===== config.mk =====
export PLATFORM = sky130hd
export DESIGN_NAME = flash_stream_reader_flat
export DESIGN_NICKNAME = d
export VERILOG_FILES = /design/src/rtl/flash_stream_reader_pkg.sv /design/src/rtl/flash_stream_reader_if.sv /design/src/rtl/flash_stream_reader_fifo.sv /design/src/rtl/flash_stream_reader.sv /design/src/flat_wrapper.sv
export SDC_FILE = /design/constraint.sdc
export NUM_CORES = 1
export LEC_CHECK = 0
export ABC_CLOCK_PERIOD_IN_PS = 2900
export BUFFER_PORTS_ARGS = -buffer_cell sky130_fd_sc_hd__buf_2
export CELL_PAD_IN_SITES_DETAIL_PLACEMENT = 0
export CELL_PAD_IN_SITES_GLOBAL_PLACEMENT = 2
export CORE_MARGIN = 2
export CORE_UTILIZATION = 32
export DETAILED_ROUTE_END_ITERATION = 8
export PLACE_DENSITY = 0.89
export SLEW_MARGIN = 20
export SYNTH_ARGS = -nofsm -noshare
export SYNTH_HDL_FRONTEND = slang
export SYNTH_SLANG_ARGS = --single-unit

===== constraint.sdc =====
create_clock -name clk -period 2.9 [get_ports clk]
set_input_delay 0.58 -clock clk [delete_from_list [all_inputs] [get_ports clk]]
set_output_delay 0.58 -clock clk [all_outputs]
set_load 0.005 [all_outputs]

===== src/rtl/flash_stream_reader_pkg.sv =====
`default_nettype none
// +--------------------------------------------------------------------+
// | flash_stream_pkg                                                   |
// | Shared types and constants for the flash stream reader.            |
// | Rev 1.0                                                            |
// +--------------------------------------------------------------------+
package flash_stream_pkg;

  localparam int         FLASH_ADDR_W = 24;
  localparam logic [7:0] ADDR_PAD     = 8'h00;

  typedef enum logic [1:0] {
    IDLE  = 2'd0,
    REQ   = 2'd1,
    WAIT  = 2'd2,
    DRAIN = 2'd3
  } state_t;

endpackage
`default_nettype wire


===== src/rtl/flash_stream_reader_if.sv =====
`default_nettype none
// +--------------------------------------------------------------------+
// | flash_stream_reader_if                                             |
// | Wishbone read-master bus plus the outgoing byte stream.            |
// | Rev 1.0                                                            |
// +--------------------------------------------------------------------+
interface flash_stream_reader_if;

  logic        wb_cyc;
  logic        wb_stb;
  logic        wb_we;
  logic [31:0] wb_adr;
  logic        wb_stall;
  logic        wb_ack;
  logic [31:0] wb_dat_miso;

  logic [7:0]  out_data;
  logic        out_valid;
  logic        out_ready;
  logic        out_last;

  modport master (
    output wb_cyc, wb_stb, wb_we, wb_adr,
    input  wb_stall, wb_ack, wb_dat_miso,
    output out_data, out_valid, out_last,
    input  out_ready
  );

  modport slave (
    input  wb_cyc, wb_stb, wb_we, wb_adr,
    output wb_stall, wb_ack, wb_dat_miso,
    input  out_data, out_valid, out_last,
    output out_ready
  );

endinterface
`default_nettype wire


===== src/rtl/flash_stream_reader_fifo.sv =====
`default_nettype none
// +--------------------------------------------------------------------+
// | stream_fifo                                                        |
// | First-word fall-through FIFO with synchronous flush.               |
// | Rev 1.0                                                            |
// +--------------------------------------------------------------------+
module stream_fifo #(
  parameter  int WIDTH = 8,
  parameter  int DEPTH = 4,
  localparam int PTR_W = $clog2(DEPTH),
  localparam int CNT_W = PTR_W + 1
) (
  input  logic             clk,
  input  logic             rst,
  input  logic             flush,
  input  logic             push,
  input  logic [WIDTH-1:0] push_data,
  input  logic             pop,
  output logic [WIDTH-1:0] pop_data,
  output logic             full,
  output logic             empty,
  output logic [CNT_W-1:0] count
);

  logic [WIDTH-1:0] mem_q [DEPTH];
  logic [WIDTH-1:0] mem_d [DEPTH];
  logic [PTR_W-1:0] wr_ptr_q, wr_ptr_d;
  logic [PTR_W-1:0] rd_ptr_q, rd_ptr_d;
  logic [CNT_W-1:0] count_q, count_d;
  logic             do_push, do_pop;

  assign full     = (count_q == CNT_W'(DEPTH));
  assign empty    = (count_q == '0);
  assign count    = count_q;
  assign pop_data = mem_q[rd_ptr_q];

  always_comb begin
    do_pop   = pop && !empty;
    // A push into a full FIFO is legal only when a pop frees the slot.
    do_push  = push && (!full || do_pop);
    mem_d    = mem_q;
    wr_ptr_d = wr_ptr_q;
    rd_ptr_d = rd_ptr_q;
    count_d  = count_q;
    if (do_push) begin
      mem_d[wr_ptr_q] = push_data;
      wr_ptr_d        = wr_ptr_q + PTR_W'(1);
    end
    if (do_pop) begin
      rd_ptr_d = rd_ptr_q + PTR_W'(1);
    end
    case ({do_push, do_pop})
      2'b10:   count_d = count_q + CNT_W'(1);
      2'b01:   count_d = count_q - CNT_W'(1);
      default: count_d = count_q;
    endcase
    if (flush) begin
      wr_ptr_d = '0;
      rd_ptr_d = '0;
      count_d  = '0;
    end
  end

  always_ff @(posedge clk) begin
    if (rst) begin
      wr_ptr_q <= '0;
      rd_ptr_q <= '0;
      count_q  <= '0;
    end else begin
      wr_ptr_q <= wr_ptr_d;
      rd_ptr_q <= rd_ptr_d;
      count_q  <= count_d;
    end
  end

  always_ff @(posedge clk) begin
    mem_q <= mem_d;
  end

endmodule
`default_nettype wire


===== src/rtl/flash_stream_reader.sv =====
`default_nettype none
// +--------------------------------------------------------------------+
// | flash_stream_reader                                                |
// | Reads a block of SPI flash over Wishbone and streams it out.       |
// | Rev 1.0                                                            |
// +--------------------------------------------------------------------+
module flash_stream_reader
  import flash_stream_pkg::*;
#(
  parameter int FIFO_DEPTH = 4,
  parameter int LEN_W      = 16,
  parameter int TIMEOUT    = 4096
) (
  input  logic                    clk,
  input  logic                    rst,
  input  logic                    start,
  input  logic [FLASH_ADDR_W-1:0] src_addr,
  input  logic [LEN_W-1:0]        length,
  output logic                    busy,
  output logic                    done,
  output logic                    error,
  flash_stream_reader_if.master   bus
);

  localparam int             TMR_W    = (TIMEOUT > 1) ? $clog2(TIMEOUT) : 1;
  localparam logic [TMR_W-1:0] TMR_LAST = (TIMEOUT > 0) ? TMR_W'(TIMEOUT - 1) : '0;
  localparam int             CNT_W    = $clog2(FIFO_DEPTH) + 1;

  state_t                  state_q, state_d;
  logic [FLASH_ADDR_W-1:0] addr_q, addr_d;
  logic [LEN_W-1:0]        remaining_q, remaining_d;
  logic [TMR_W-1:0]        timer_q, timer_d;
  logic                    error_q, error_d;
  logic                    done_q, done_d;
  logic                    gap_q, gap_d;

  logic                    req_go;
  logic                    fifo_push, fifo_pop, fifo_flush;
  logic                    fifo_full, fifo_empty;
  logic [8:0]              fifo_rd;
  logic [CNT_W-1:0]        fifo_count;
  logic                    unused_bits;

  assign unused_bits = ^{bus.wb_dat_miso[31:8], fifo_count};

  stream_fifo #(
    .WIDTH (9),
    .DEPTH (FIFO_DEPTH)
  ) u_fifo (
    .clk       (clk),
    .rst       (rst),
    .flush     (fifo_flush),
    .push      (fifo_push),
    .push_data ({remaining_q == LEN_W'(1), bus.wb_dat_miso[7:0]}),
    .pop       (fifo_pop),
    .pop_data  (fifo_rd),
    .full      (fifo_full),
    .empty     (fifo_empty),
    .count     (fifo_count)
  );

  always_ff @(posedge clk) begin
    if (rst) begin
      state_q     <= IDLE;
      addr_q      <= '0;
      remaining_q <= '0;
      timer_q     <= '0;
      error_q     <= 1'b0;
      done_q      <= 1'b0;
      gap_q       <= 1'b0;
    end else begin
      state_q     <= state_d;
      addr_q      <= addr_d;
      remaining_q <= remaining_d;
      timer_q     <= timer_d;
      error_q     <= error_d;
      done_q      <= done_d;
      gap_q       <= gap_d;
    end
  end

  always_comb begin
    state_d     = state_q;
    addr_d      = addr_q;
    remaining_d = remaining_q;
    timer_d     = '0;
    error_d     = error_q;
    done_d      = 1'b0;
    gap_d       = 1'b0;
    fifo_flush  = 1'b0;
    case (state_q)
      IDLE: begin
        if (start) begin
          error_d = 1'b0;
          if (length == '0) begin
            done_d = 1'b1;
          end else begin
            addr_d      = src_addr;
            remaining_d = length;
            state_d     = REQ;
          end
        end
      end
      REQ: begin
        if (req_go && !bus.wb_stall) begin
          state_d = WAIT;
        end
      end
      WAIT: begin
        if (bus.wb_ack) begin
          addr_d      = addr_q + FLASH_ADDR_W'(1);
          remaining_d = remaining_q - LEN_W'(1);
          if (remaining_q == LEN_W'(1)) begin
            state_d = DRAIN;
          end else begin
            // Forces one cycle with cyc low before the next request.
            state_d = REQ;
            gap_d   = 1'b1;
          end
        end else if ((TIMEOUT != 0) && (timer_q == TMR_LAST)) begin
          error_d    = 1'b1;
          done_d     = 1'b1;
          fifo_flush = 1'b1;
          state_d    = IDLE;
        end else begin
          timer_d = timer_q + TMR_W'(1);
        end
      end
      DRAIN: begin
        if (fifo_empty) begin
          done_d  = 1'b1;
          state_d = IDLE;
        end
      end
      default: state_d = IDLE;
    endcase
  end

  always_comb begin
    // Only request when the returning byte is guaranteed a FIFO slot.
    req_go        = (state_q == REQ) && !gap_q && !fifo_full;
    fifo_push     = (state_q == WAIT) && bus.wb_ack;
    fifo_pop      = !fifo_empty && bus.out_ready;
    bus.wb_cyc    = req_go || (state_q == WAIT);
    bus.wb_stb    = req_go;
    bus.wb_we     = 1'b0;
    bus.wb_adr    = {ADDR_PAD, addr_q};
    bus.out_valid = !fifo_empty;
    bus.out_data  = fifo_empty ? 8'h00 : fifo_rd[7:0];
    bus.out_last  = !fifo_empty && fifo_rd[8];
    busy          = (state_q != IDLE);
    done          = done_q;
    error         = error_q;
  end

endmodule
`default_nettype wire


===== src/flat_wrapper.sv =====
// flat-port wrapper written by rule: the top's interface ports become plain ports
module flash_stream_reader_flat import flash_stream_pkg::*;
#(
  parameter int FIFO_DEPTH = 4,
  parameter int LEN_W      = 16,
  parameter int TIMEOUT    = 4096
)
  (clk, rst, start, src_addr, length, busy, done, error, bus_wb_cyc, bus_wb_stb, bus_wb_we, bus_wb_adr, bus_wb_stall, bus_wb_ack, bus_wb_dat_miso, bus_out_data, bus_out_valid, bus_out_last, bus_out_ready);
  flash_stream_reader_if bus_i ();
  input  logic clk;
  input  logic rst;
  input  logic start;
  input  logic [FLASH_ADDR_W-1:0] src_addr;
  input  logic [LEN_W-1:0] length;
  output logic busy;
  output logic done;
  output logic error;
  output wire logic [$bits(bus_i.wb_cyc)-1:0] bus_wb_cyc;
  output wire logic [$bits(bus_i.wb_stb)-1:0] bus_wb_stb;
  output wire logic [$bits(bus_i.wb_we)-1:0] bus_wb_we;
  output wire logic [$bits(bus_i.wb_adr)-1:0] bus_wb_adr;
  input wire logic [$bits(bus_i.wb_stall)-1:0] bus_wb_stall;
  input wire logic [$bits(bus_i.wb_ack)-1:0] bus_wb_ack;
  input wire logic [$bits(bus_i.wb_dat_miso)-1:0] bus_wb_dat_miso;
  output wire logic [$bits(bus_i.out_data)-1:0] bus_out_data;
  output wire logic [$bits(bus_i.out_valid)-1:0] bus_out_valid;
  output wire logic [$bits(bus_i.out_last)-1:0] bus_out_last;
  input wire logic [$bits(bus_i.out_ready)-1:0] bus_out_ready;
  assign bus_wb_cyc = bus_i.wb_cyc;
  assign bus_wb_stb = bus_i.wb_stb;
  assign bus_wb_we = bus_i.wb_we;
  assign bus_wb_adr = bus_i.wb_adr;
  assign bus_i.wb_stall = bus_wb_stall;
  assign bus_i.wb_ack = bus_wb_ack;
  assign bus_i.wb_dat_miso = bus_wb_dat_miso;
  assign bus_out_data = bus_i.out_data;
  assign bus_out_valid = bus_i.out_valid;
  assign bus_out_last = bus_i.out_last;
  assign bus_i.out_ready = bus_out_ready;
  flash_stream_reader #(.FIFO_DEPTH(FIFO_DEPTH), .LEN_W(LEN_W), .TIMEOUT(TIMEOUT)) u_core (.clk(clk), .rst(rst), .start(start), .src_addr(src_addr), .length(length), .busy(busy), .done(done), .error(error), .bus(bus_i));
endmodule

[After elaboration in Yosys (flattened, before gate mapping)]
Index checks and enable logic that the tools add are counted.
Word-level totals
  memories: 0
  ROM bits: 0
  output and inout bits: 48
  logic and storage cells: 107
  bits of input ports: 78
  register bits after elaboration: 100
  bits in latches: 0
  RAM bits: 0
Cells by class
  divide/modulo/power cells: 0
  muxes and demuxes: 36
  add/sub/neg operators: 7
  reduce and logical (&&, ||, !) cells: 27
  $mul: 0
  $lt $le $gt $ge: 3
  bitwise operators: 4
  equal/unequal tests: 16
  shift operators: 0
Operator list (count)
  $mux 24: 3
  $mux 16: 3
  $pmux 24 s2: 1
  $bwmux 36: 1
  $pmux 16 s2: 1
  $mux 9: 3
  $add 24x1->24 const B: 1
  $bmux 9 s2: 1
  $demux 9 s2: 1
  $eq 16x1->1 const B: 1
  $logic_not 16->1: 1
  $sub 16x1->16 const B: 1
  $mux 2: 7
  $add 12x1->12 const B: 1
  $eq 12x12->1 const B: 1
  $mux 1: 10
  $logic_and 1x1->1: 9
  $mux 8: 1
  $ne 2x2->1 const B: 4
  $pmux 2 s4: 1
  $reduce_and 4->1: 2
  $eq 2x2->1 const B: 3
  $ge 3x3->1 const B: 2
  $ne 2x1->1 const B: 3
  other kinds (21): 31

[Depth between registers and ports, before layout]
  word-level depth: 8
  mapped depth: 13
  mapped depth without buffers: 11

[Modules after synthesis]
From an unflattened synthesis, not the netlist that was laid out.
Second synthesis, totals
  cells, all modules: 558
  area total of the unflattened synthesis: 5220.0 µm²
Modules (own cells, without submodules)
  flash_stream_reader: times used 1, cells each 457, area each 3452.1 µm², sequential area each 1141.1 µm²
  stream_fifo: times used 1, cells each 101, area each 1767.9 µm², sequential area each 1221.2 µm²

[Worst setup path before layout]
Ideal clock, no wire load.
  path type: register to register
  from: register u_core.state_q[1]
  to: register u_core.u_fifo.count_q[1] (netlist: u_core.u_fifo.count[1])
  period minus slack after synthesis: 2.318 ns
  setup time: 0.065 ns
  cell stages (with the launch flop): 13
  data required time: 2.835 ns
  arrival: 2.254 ns
  path slack: 0.582 ns
  buffers on the path: 2
  cell sequence: dfxtp_1 -> clkbuf_1 -> nor2b_1 -> clkbuf_1 -> nand2_1 -> nor2_1 -> inv_1 -> ha_1 -> inv_1 -> fa_1 -> nor2_1 -> a21oi_1 -> nor2_1
On the way
  cells in the longest elaborated chain, start to end: 5
  elaborated cells between the ends (all ways): 9
  classes of those cells: 3 x eq/ne; 2 x mux; 4 x reduce/logical
RTL lines
  from (decl): line flash_stream_reader.sv:29  | state_t state_q, state_d;
  from (signal assigned): line flash_stream_reader.sv:72  | state_q <= state_d;
  $eq 2x2->1 (*): line flash_stream_reader.sv:91, flash_stream_reader.sv:142
  $logic_and 1x1->1: line flash_stream_reader.sv:142  | fifo_push = (state_q == WAIT) && bus.wb_ack;
  $logic_and 1x1->1: line flash_stream_reader_fifo.sv:40  | do_push = push && (!full || do_pop);
  $eq 2x1->1 / $eq 2x2->1 (equally long branches): line flash_stream_reader_fifo.sv:52  | case ({do_push, do_pop})
  $pmux 3 s2 / $reduce_bool 2->1 (equally long branches)
  to (signal assigned): line flash_stream_reader_fifo.sv:72  | count_q <= count_d;
  to (decl): line flash_stream_reader_fifo.sv:29  | logic [CNT_W-1:0] count_q, count_d;
Mark *: on every way between the ends. The rest lies on a longest branch, timed or not.
A chain may end at the register's enable or synchronous reset.

[Worst setup path in the final report]
  from: register u_core.u_fifo.rd_ptr_q[0]
  to: output bus_out_data[0]
On the way
  cells in the longest elaborated chain, start to end: 5
RTL lines
  from (decl): line flash_stream_reader_fifo.sv:28  | logic [PTR_W-1:0] rd_ptr_q, rd_ptr_d;
  from (signal assigned): line flash_stream_reader_fifo.sv:71  | rd_ptr_q <= rd_ptr_d;
  $not 2->3 (implied by the code): line flash_stream_reader_fifo.sv:35  | assign pop_data = mem_q[rd_ptr_q];
  $bmux 9 s2: line flash_stream_reader_fifo.sv:35
  $mux 9 (implied by the code) (2 in series): line flash_stream_reader_fifo.sv:35
  $mux 8: line flash_stream_reader.sv:149  | bus.out_data = fifo_empty ? 8'h00 : fifo_rd[7:0];
  to (decl): line flat_wrapper.sv:25  | output wire logic [$bits(bus_i.out_data)-1:0] bus_out_data;
No other way between the ends. The select of a mux whose other input is x is not followed.

==> metrics.txt <==
Cells after Synth=between 500 and 600; setup bufs post-CTS=0; Hold Buf Count CTS=0; cell accounting for the most synthesized area=dfxtp_1; Cell Area, Synth=slightly above 5000 um^2; RSZ-0062 raised after global routing=false; required time worst endpoint=~2.3 ns; M1 WL=about 5900 um; largest net degree at the start of global routing=59; Synth cell types=54; Area contributors post-synth=dfxtp_1 25%, edfxtp_1 21%, a21oi_1 4.5%; pwr dens=approximately 530 nW/um^2; core region area=15700 um^2; Routed WL per cell=~15 um; crit path max-delay cell type=dfxtp_1; setup violators final=0; initial antenna violation count=1; final core occ=0.385; die area=~17000 um^2; Final GP Congestion=just over 0.8; status=complete, no violations; Syn. warnings=0; final setup TNS=0 ns; vias in the first global route=between 4000 and 5000; Synth async-reset ratio=0; layout cells sized above 1=0.218; leak pwr=roughly 0.0022 uW; routed via count divided by cell count=between 5 and 6; Max IR drop VDD=about 0.27 mV; initial core utilization=0.325; CTS Buf Count=9; Setup WS post-layout=around 0.37 ns; highest metal used=met4; WL met2=~6400 um; dpl ws=0.483 ns; fmax=between 300 and 400 MHz; Rows=46; area grow syn2layout=18.5%; Slew Limit Fails=0; clock sinks=100; clock-pin slew on the worst setup and hold paths=~0.07 ns; routed wl met3=slightly above 800 um; fin crit period=2.53 ns; Vias=between 4000 and 5000; Worst Skew=roughly 0.013 ns; Clock Root Buffer=clkbuf_16; max_slew headroom=0.517; crit path capture type=output pin; Tcrit/Tclk final=0.874; count leader, synth=dfxtp_1; CP max FO=6; critical path cell sequence=buf_4 > mux4_2 > and2_1 > buf_2; DIE WIDTH=about 130 um; I/O pin count=between 100 and 150; gr ovfl total=0; gr usage total=0.159; Max-Cap Viols=0; Mapped Avg Cell Area=between 9 and 10 um^2; dominant synthesized flop cell=dfxtp_1; clock buffer depth=2; drt drc=0; Die H=between 100 and 150 um; Clk Latency, worst-skew pair=between 0.3 and 0.4 ns; dpl hpwl=9270 um; CTS tree=done; Synth top cells by count=64 x dfxtp_1, 57 x nor2_1, 48 x nand2_1; htree depth=3; # resized after CTS=0; register area share after synthesis=0.463; post-route ant nets=0; synthesized flop and latch total=100; First-pass DRT Iterations=5; CP startpoint kind=register; Crit path largest cell delay=approximately 0.55 ns; Post-synth EDFFs=36; Setup CP Type=reg -> out; first-pass GRT wire length=roughly 21000 um; WL final=13300 um; Min-Delay Path Class=reg -> reg; Starting DRT DRC Count=261; Port Buf Inserts=92; Synth top area share=0.251; Worst Path Arrival=just under 2 ns; Nets=722; Final Hold Fails=0; Worst Tran Pin Value=~0.72 ns
placed cells by master (no fill, tap or decap), types with 5 or more instances in the layout:
cell type | Yosys | final
buf_2 | 2 | 92
dfxtp_1 | 64 | 64
nor2_1 | 57 | 57
nand2_1 | 48 | 48
a21oi_1 | 46 | 46
o21ai_0 | 38 | 37
edfxtp_1 | 36 | 36
inv_1 | 19 | 19
nand3_1 | 19 | 19
a211oi_1 | 17 | 17
and2_1 | 15 | 15
nor4_1 | 10 | 10
nand4_1 | 10 | 10
xnor2_1 | 10 | 10
mux4_2 | 9 | 9
nor3_1 | 9 | 9
o22ai_1 | 9 | 9
ha_1 | 9 | 9
conb_1 | 1 | 9
clkbuf_16 | 0 | 9
buf_4 | 9 | 9
nand2b_1 | 9 | 8
a311oi_1 | 7 | 7
or3_1 | 6 | 6
xor2_1 | 6 | 6
and3_1 | 5 | 5
o21a_1 | 6 | 5
o31ai_1 | 5 | 5
metrics by stage:
step           total power (uW)  instances  instance area, um^2  hold WS (ns)
3_5_place_dp               2060        839                 5750         0.435
2_1_floorplan              1890        564                 5140         0.413
6_report                   3230        856                 6050         0.439
3_3_place_gp               2050        839                 5750         0.428
4_1_cts                    3260        855                 6050         0.434
5_1_grt                    3370        855                 6050         0.437
state kept, by name, summed over array words and instances, names as in the netlist, 2 cells and up:
| signal | cells |
|---|---|
| u_core.u_fifo.wr_ptr_q | 2 |
| u_core.addr_q | 24 |
| u_core.timer_q | 12 |
| u_core.state_q | 2 |
| u_core.u_fifo.rd_ptr_q | 2 |
| u_core.u_fifo.count | 3 |
| u_core.u_fifo.mem_q | 36 |
| u_core.remaining_q | 16 |
layer usage:
metal | GRT usage | up-vias
met3 | 0.0406 | 16
met5 | 0 | -
met2 | 0.264 | 132
li1 | - | 2169
met4 | 0.0487 | 0
met1 | 0.204 | 2112
cell type report:
type | count | area (um^2)
fillers | 1593 | 9660
multi-input cells | 403 | 2520
flip-flops and latches | 100 | 2360
repair buffers | 101 | 528
well taps | 216 | 270
clock buffers | 9 | 225
inverters | 19 | 71.3
clock inverters | 7 | 68.8
diodes | 1 | 2.50
logic make-up after synthesis:
kind of cell	Yosys count	share of synthesized area
xor+xnor	16	0.0274
flops	100	0.463
compound gates	146	0.177
mux	11	0.0436
simple gates	211	0.210
other cells	1	0.000734
buf+inv	61	0.0519
fa+ha+maj	10	0.0260
critical path: cells and delay by family, from the launching register on:
family	cells	cell delay (ns)
DFF	1	0.55
muxes	1	0.51
buffers and inverters	2	0.37
and+or+nand+nor	1	0.18
power breakdown:
group          internal (uW)  total, uW  switching [uW]
Combinational            192        439             246
Sequential              1510       1590            78.2
Clock                    606       1200             595
path summary, 6_finish.rpt:
path / start / to / slack, ns / cells after the start
setup / recovery: u_core.u_fifo.rd_ptr_q[0] / bus_out_data[0] / 0.37 / 4
hold / removal: u_core.timer_q[0] / u_core.timer_q[0] / 0.44 / 1
setup reg to reg: u_core.u_fifo.count[0] / u_core.u_fifo.count[2] / 0.69 / 9
hold reg to reg: u_core.timer_q[0] / u_core.timer_q[0] / 0.44 / 1
(Power assumes the default switching activity.)
